`config.mk`:
```
export PLATFORM = sky130hd
export DESIGN_NAME = timer_responder
export DESIGN_NICKNAME = d
export VERILOG_FILES = /design/src/rtl/timer_responder_pkg.sv /design/src/rtl/timer_responder_byte_merge.sv /design/src/rtl/timer_responder.sv
export SDC_FILE = /design/constraint.sdc
export NUM_CORES = 1
export LEC_CHECK = 0
export ABC_AREA = 1
export CORE_MARGIN = 2
export CORE_UTILIZATION = 54
export CTS_BUF_LIST = sky130_fd_sc_hd__clkbuf_4 sky130_fd_sc_hd__clkbuf_8
export CTS_CLUSTER_SIZE = 14
export DETAILED_ROUTE_END_ITERATION = 8
export PLACE_DENSITY = 0.79
export SKIP_LAST_GASP = 1
export SYNTH_ARGS = -nofsm -noshare
export SYNTH_HDL_FRONTEND = slang
export SYNTH_HIERARCHICAL = 1
export SYNTH_SLANG_ARGS = --single-unit
```
`constraint.sdc`:
```
create_clock -name clk -period 2.2 [get_ports clk]
set_input_delay 0.22 -clock clk [delete_from_list [all_inputs] [get_ports clk]]
set_output_delay 0.22 -clock clk [all_outputs]
set_load 0.02 [all_outputs]
```
`src/rtl/timer_responder_pkg.sv`:
```
// Shared definitions for the memory-mapped countdown timer: register offsets,
// FSM state encoding and MODE field codes.
package timer_responder_pkg;

    localparam logic [1:0] OFF_CTRL   = 2'd0;
    localparam logic [1:0] OFF_PRESET = 2'd1;
    localparam logic [1:0] OFF_COUNT  = 2'd2;

    localparam logic [1:0] MODE_ONESHOT = 2'b00;
    localparam logic [1:0] MODE_RELOAD  = 2'b01;

    typedef enum logic [1:0] {
        IDLE = 2'd0,
        LOAD = 2'd1,
        CNT  = 2'd2,
        INT  = 2'd3
    } state_e;

endpackage

```
`src/rtl/timer_responder_byte_merge.sv`:
```
// Byte-lane merge: each output byte takes wdata when its enable is set,
// otherwise keeps the old register byte.
module byte_merge (
    input  logic [31:0] old_word,
    input  logic [31:0] wdata,
    input  logic [3:0]  byteen,
    output logic [31:0] merged
);

    for (genvar gi = 0; gi < 4; gi++) begin : g_lane
        assign merged[8*gi +: 8] = byteen[gi] ? wdata[8*gi +: 8] : old_word[8*gi +: 8];
    end

endmodule

```
`src/rtl/timer_responder.sv`:
```
// Countdown timer responder on the CPU data bus: CTRL / PRESET / COUNT
// registers, a four-state count FSM and a maskable interrupt line.
module timer_responder
    import timer_responder_pkg::*;
#(
    parameter logic [31:0] BASE  = 32'h0000_7F00,
    parameter int          CNT_W = 32
) (
    input  logic        clk,
    input  logic        reset,
    input  logic        sel,
    input  logic [31:0] addr,
    input  logic [3:0]  byteen,
    input  logic [31:0] wdata,
    output logic [31:0] rdata,
    output logic        irq
);

    logic [3:0]       ctrl_q, ctrl_d;
    logic [CNT_W-1:0] preset_q, preset_d;
    logic [CNT_W-1:0] count_q, count_d;
    state_e           state_q, state_d;
    logic             irq_flag_q, irq_flag_d;

    logic [1:0]  off;
    logic        wr_en, ctrl_wr, preset_wr;
    logic [31:0] ctrl_merged, preset_merged;
    logic        sig_unused;

    // Word offset relative to BASE, so a BASE not aligned to 16 bytes still decodes.
    assign off       = addr[3:2] - BASE[3:2];
    assign wr_en     = sel && (byteen != 4'b0000);
    assign ctrl_wr   = wr_en && (off == OFF_CTRL);
    assign preset_wr = wr_en && (off == OFF_PRESET);

    byte_merge u_ctrl_merge (
        .old_word ({28'b0, ctrl_q}),
        .wdata    (wdata),
        .byteen   (byteen),
        .merged   (ctrl_merged)
    );

    byte_merge u_preset_merge (
        .old_word (32'(preset_q)),
        .wdata    (wdata),
        .byteen   (byteen),
        .merged   (preset_merged)
    );

    assign sig_unused = ^{addr[31:4], addr[1:0], ctrl_merged[31:4], preset_merged};

    always_comb begin
        ctrl_d     = ctrl_q;
        preset_d   = preset_q;
        count_d    = count_q;
        state_d    = state_q;
        irq_flag_d = irq_flag_q;

        case (state_q)
            IDLE: begin
                if (ctrl_q[0]) state_d = LOAD;
            end
            LOAD: begin
                count_d = preset_q;
                state_d = CNT;
            end
            CNT: begin
                if (!ctrl_q[0]) begin
                    state_d = IDLE;
                end else if (count_q > CNT_W'(1)) begin
                    count_d = count_q - CNT_W'(1);
                end else begin
                    count_d    = '0;
                    irq_flag_d = 1'b1;
                    state_d    = INT;
                end
            end
            INT: begin
                state_d = IDLE;
                if (ctrl_q[2:1] == MODE_RELOAD) irq_flag_d = 1'b0;
                else                            ctrl_d[0]  = 1'b0;
            end
            default: state_d = IDLE;
        endcase

        // Bus writes override the FSM's own CTRL update and always clear the flag.
        if (ctrl_wr) begin
            ctrl_d     = ctrl_merged[3:0];
            irq_flag_d = 1'b0;
        end
        if (preset_wr) preset_d = preset_merged[CNT_W-1:0];
    end

    always_ff @(posedge clk or negedge reset) begin
        if (!reset) begin
            ctrl_q     <= '0;
            preset_q   <= '0;
            count_q    <= '0;
            state_q    <= IDLE;
            irq_flag_q <= 1'b0;
        end else begin
            ctrl_q     <= ctrl_d;
            preset_q   <= preset_d;
            count_q    <= count_d;
            state_q    <= state_d;
            irq_flag_q <= irq_flag_d;
        end
    end

    always_comb begin
        rdata = '0;
        if (sel) begin
            case (off)
                OFF_CTRL:   rdata = {28'b0, ctrl_q};
                OFF_PRESET: rdata = 32'(preset_q);
                OFF_COUNT:  rdata = 32'(count_q);
                default:    rdata = '0;
            endcase
        end
    end

    assign irq = ctrl_q[3] & irq_flag_q;

endmodule

```
=== Word-level counts from Yosys, hierarchy flattened ===
Cells that the tools add are included.

* Bits in registers: 71
* Logic and storage cells: 62
* Output and inout bits: 33
* Input bits: 71

* Magnitude comparators: 1
* Reductions and logical operators: 18
* $add $sub $neg: 1
* Mux-type cells: 18
* Bitwise logic cells: 1
* Eq/ne operators: 14

{| class="wikitable"
|+ Operators with widths
! cell !! number
|-
| 2-to-1 mux 32 bit || 3
|-
| one-hot mux 32 bit (3 select lines) || 1
|-
| one-hot mux 32 bit (2 select lines) || 1
|-
| greater-than comparator 32 x 1 -> 1 bit (second input constant) || 1
|-
| subtractor 32 x 1 -> 32 bit (second input constant) || 1
|-
| AND reduction 2 bit || 7
|-
| != test 3 bit (second input constant) || 4
|-
| 2-to-1 mux 1 bit || 8
|-
| != test 2 bit (second input constant) || 4
|-
| one-hot mux 2 bit (4 select lines) || 1
|-
| equality test 2 x 1 -> 1 bit (second input constant) || 3
|-
| equality test 2 bit (second input constant) || 3
|-
| 2-to-1 mux 2 bit || 3
|-
| logical NOT 2 bit || 2
|-
| AND reduction 4 bit || 1
|-
| nonzero test 2 bit || 2
|-
| nonzero test 4 bit || 1
|-
| logical AND 1 bit || 3
|-
| AND reduction 3 bit || 1
|-
| nonzero test 3 bit || 1
|-
| one-hot mux 1 bit (2 select lines) || 1
|-
| AND 1 bit || 1
|}

=== Longest topological paths before layout ===
Gate-level depths: netlist of run 1.

* Word-level depth: 5
* Mapped depth: 12
* Mapped depth without buffers: 12

=== Hierarchy ===
The synthesis of run 1 kept the hierarchy.

{| class="wikitable"
|+ Modules (own cells, without submodules)
! module !! sequential area each (um^2) !! area each (um^2) !! cells each !! times used
|-
| timer_responder || 1,776.7 || 4,553.1 || 690 || 1
|-
| byte_merge || 0.0 || 420.4 || 104 || 2
|}

=== Worst setup path before layout of run 1 ===
Ideal clock, no wire load.

* Path type: register to register
* Start: register count_q[0]
* End: register count_q[3]
* Slack: 0.572 ns
* Buffers on the path: 1
* Data required time: 2.083 ns
* Stages on the path, launching flop included: 13
* Clock period less this slack: 1.628 ns
* Arrival: 1.511 ns
* Library setup time: 0.117 ns
* Cell sequence: dfrtp_1 > inv_1 > ha_1 > nand2_2 > nor2_4 > nand2_4 > nand2_4 > nand2_2 > nand2_4 > buf_6 > o22ai_1 > nand2_1 > nand2_1

* Cells in the longest elaborated chain, start to end: 4
* Elaborated cells on any way between the ends: 5
* Classes of those cells: add/sub (1); order compare (1); mux (3)

{| class="wikitable"
|+ RTL lines
! what !! line !! text
|-
| from (decl) || timer_responder.sv:21 || <nowiki>logic [CNT_W-1:0] count_q, count_d;</nowiki>
|-
| from (signal assigned) || timer_responder.sv:104 || <nowiki>count_q <= count_d;</nowiki>
|-
| subtractor 32 x 1 -> 32 bit / greater-than comparator 32 x 1 -> 1 bit (equally long branches) || timer_responder.sv:71, timer_responder.sv:70 ||
|-
| 2-to-1 mux 32 bit (*) || timer_responder.sv:70 || <nowiki>end else if (count_q > CNT_W'(1)) begin</nowiki>
|-
| 2-to-1 mux 32 bit (*) || timer_responder.sv:68 || <nowiki>if (!ctrl_q[0]) begin</nowiki>
|-
| one-hot mux 32 bit (2 select lines) (*) || timer_responder.sv:59 || <nowiki>case (state_q)</nowiki>
|}

Mark *: on every way between the ends. The rest lies on a longest branch, timed or not. The select of a mux whose other input is x is not followed.
A chain may end at the register's enable or synchronous reset.

=== Worst setup path after layout of run 1 ===
* Start: input port addr[3]
* End: output port rdata[18]

* Cells in the longest elaborated chain, start to end: 3
* Elaborated cells on any way between the ends: 5
* Classes of those cells: eq/ne (2); mux (2); reduce/logical (1)

{| class="wikitable"
|+ RTL lines
! what !! line !! text
|-
| from (decl) || timer_responder.sv:12 || <nowiki>input logic [31:0] addr,</nowiki>
|-
| equality test 2 bit, or another cell as far along || timer_responder.sv:113 || <nowiki>case (off)</nowiki>
|-
| one-hot mux 32 bit (3 select lines) (*) || timer_responder.sv:113 ||
|-
| 2-to-1 mux 32 bit (*) || timer_responder.sv:112 || <nowiki>if (sel) begin</nowiki>
|-
| to (decl) || timer_responder.sv:15 || <nowiki>output logic [31:0] rdata,</nowiki>
|}

Mark *: on every way between the ends. The rest lies on a longest branch, timed or not.

==> results of run 1 <==
## power by group through the flow
stage,sequential [µW],combinational [µW],clock [µW]
global placement,2150,2660,0
detailed placement,2160,2770,0
finish,2150,2760,1130
global route,2210,3130,1190
CTS,2140,2750,1130
floorplan,2020,2100,0
## how the worst min path moves through the flow
stage / start / end / slack (ns) / depth (start not counted)
2_1_floorplan: reset / count_q[0] / -0.08 / 0
3_3_place_gp: reset / preset_q[11] / 0.28 / 2
3_5_place_dp: reset / preset_q[11] / 0.28 / 2
4_1_cts: reset / preset_q[11] / 0.44 / 3
5_1_grt: reset / preset_q[8] / 0.47 / 3
6_report: reset / preset_q[11] / 0.42 / 3
## layer usage
| metal | part of all wire [%] | wire, µm | vias to the layer above |
|---|---|---|---|
| met5 | 0 | 0 | - |
| met4 | 1.9 | 258 | 0 |
| met1 | 45 | 5920 | 2385 |
| met2 | 48 | 6310 | 156 |
| met3 | 5.7 | 748 | 23 |
| li1 | - | - | 2634 |
## flip-flops by register name, summed over array words and instances, names as in the netlist
name / cells
state_q: 2
irq_flag_q: 1
preset_q: 32
ctrl_q: 4
count_q: 32
## timing repair
| item | in CTS | in global routing |
|---|---|---|
| gates resized for setup | 31 | 1 |
| hold buffers | 1 | 0 |
| endpoints found under the setup margin | 31 | 1 |
| hold endpoints to repair | 71 | 0 |
| pin swaps | 0 | 0 |
## area by class of cell
class	count	area share, %
clock buffers	12	2.61
clock inverters	4	0.882
inverters	90	5.54
multi-input cells	615	44.7
flip-flops and latches	71	29.1
well taps	111	2.28
repair buffers	95	14.9
## tightest hold or removal path, stage by stage
cell and delay [ns]:
dlygate4sd3_1 0.52, buf_2 0.12, buf_12 0.33
## stage by stage
stage | total power, µW | std cells | TNS [ns] | utilization (%)
3_3_place_gp | 4810 | 981 | -0.912 | 64.6
4_1_cts | 6010 | 998 | 0 | 66.6
5_1_grt | 6530 | 998 | 0 | 66.6
3_5_place_dp | 4930 | 981 | -1.89 | 64.6
2_1_floorplan | 4120 | 807 | 0 | -
6_report | 6030 | 998 | 0 | 66.6
## cells in the final DEF (no fill, tap or decap), types with 2 or more instances in the layout
cell type and instances:
inv_2 6, o21bai_1 3, clkbuf_8 11, a31oi_1 3, ha_1 2, clkinvlp_4 2, nor2_4 6, nand4_1 3
dfrtp_1 71, nor2_2 6, nand3_2 4, buf_12 4, nor3_1 4, o21ai_0 59, inv_1 84, nand2_2 3
nand2_1 394, xor2_1 13, nor2_1 44, buf_4 17, a21oi_1 30, clkdlybuf4s50_1 40, nand2_4 3, o22ai_1 5
nand3_1 21, o21ai_1 7, dlygate4sd2_1 31
==> results.yml, run 1 <==
outcome:
  outcome: "complete, no violations"
power:
  p_sw_share_pct: 46.2
  pwr-share-seq_pct: 35.6
  p_clk_share_pct: 18.7
  intPower_uw: 3240
  powerDensity_mw_per_mm2: 990
  leakagePower_uw: 0.00322
  switchingPower_uw: 2790
  pwr-share-comb_pct: 45.8
  peakVddDrop_mv: 0.509
setup_path:
  rr_worst_depth: 11
  rr_endpoint: "count_q[30]"
  arrival_ns: 1.81
  crit_path_end_kind: "output port"
  critPathKind: "input port to output port"
  worst-path-buf-inv: 4
  cp-endpoint: "rdata[18]"
  critPathLaunch: "addr[3]"
  cp_num_cells: 7
  startpoint_type: "input port"
  ff2ff_setup_slack_ns: 0.31
  crit_slowest_cell: "clkdlybuf4s50_1"
  cp_max_fo: 15
  cp_cell_sequence: "clkdlybuf4s50_1 -> inv_1 -> nor2_1 -> buf_4 -> nand2_1 -> a21oi_1 -> dlygate4sd2_1"
  r2r-start: "count_q[0]"
  crit_required_ns: 1.98
  critical_path.max_stage_delay_ns: 0.51
  crit_family: "buffers and inverters"
finish:
  syn_to_final_growth_pct: 21.2
  multi_input_area_mm2: 0.00272
  n_antenna_cell: 0
  regArea_mm2: 0.00178
  stdcell_area_mm2: 0.00610
  fillerInstances: 844
  nNetsFinal: 955
  drive_gt1_share_pct: 7.55
clocking:
  clockBufferDepth: 2
  tritoncts: "built"
  cts_buffers: 9
  clk_pin_slew_worst_paths_ns: 0.08
  postCtsSetupBuffers: 0
  clk-insertion-delay-late_ns: 0.36
  cts-root-buf: "clkbuf_8"
  h-tree-depth: 3
  cts_sinks: 71
timing:
  hold_viol: 0
  timing.hold.ws_ns: 0.419
  fin_crit_ns: 2.03
  maxSlewViolCount: 0
  setup_viol: 0
  worstMarginPinSlew_ns: 0.722
  relSlewSlack_pct: 51.8
  finalClockSkew_ns: 0.0127
  fin_ws_ns: 0.169
  finalCritPeriodShare_pct: 92.3
  fmax_mhz: 492
  rsz0062_at_grt: "no"
floorplan:
  die_h_um: 101
  core_area_mm2: 0.00915
  io_pins: 104
  start_util_pct: 55.0
  die_x_um: 101
  fp.dieArea_mm2: 0.0101
  core.rowCount: 35
logic_synthesis:
  syn-instance-count: 807
  synth_nets: 880
  syn_avg_cell_area_um2: 6.23
  synth_area_mm2: 0.00503
  ys_warn_count: 6
global_route:
  grt_pass1_wl_mm: 22.4
  overflow: 0
  grt_use_met2_pct: 46.2
  grt_pass1_vias: 4938
  use_met3_pct: 3.40
  grtUsageTotal_pct: 27.5
  met1_usage_pct: 36.7
  antenna_found_initial: 0
  busiest_layer: "met2"
  grt_max_degree: 72
detailed_routing:
  wl_per_cell_um: 13.3
  routed_wl_mm: 13.2
  dr.pass1.iters: 5
  vias: 5198
  drt_first_iter_violations: 234
  detail_route.vias_per_cell: 5.21
  final_antenna_net_count: 0
  drc: 0
placed_design:
  pre_cts_ws_ns: -0.0887
  dp_hpwl_mm: 9.64
  port_buffers: 73
  placed_area_mm2: 0.00591
  gp_congestion: 0.985
run:
  drv_cap: 0
worst_hold_path:
  hold_path.class: "input port to asynchronous set/reset pin"
Note: power is estimated with default switching activity, not from simulation.
==> run 2, diff against run 1 <==
--- a/config.mk
+++ b/config.mk
@@ -13,6 +13,7 @@
 export DETAILED_ROUTE_END_ITERATION = 8
 export PLACE_DENSITY = 0.79
 export SKIP_LAST_GASP = 1
+export SLEW_MARGIN = 20
 export SYNTH_ARGS = -nofsm -noshare
 export SYNTH_HDL_FRONTEND = slang
 export SYNTH_HIERARCHICAL = 1
==> results of run 2 <==
Final layout, timing and power as in run 1 (identical DEF).
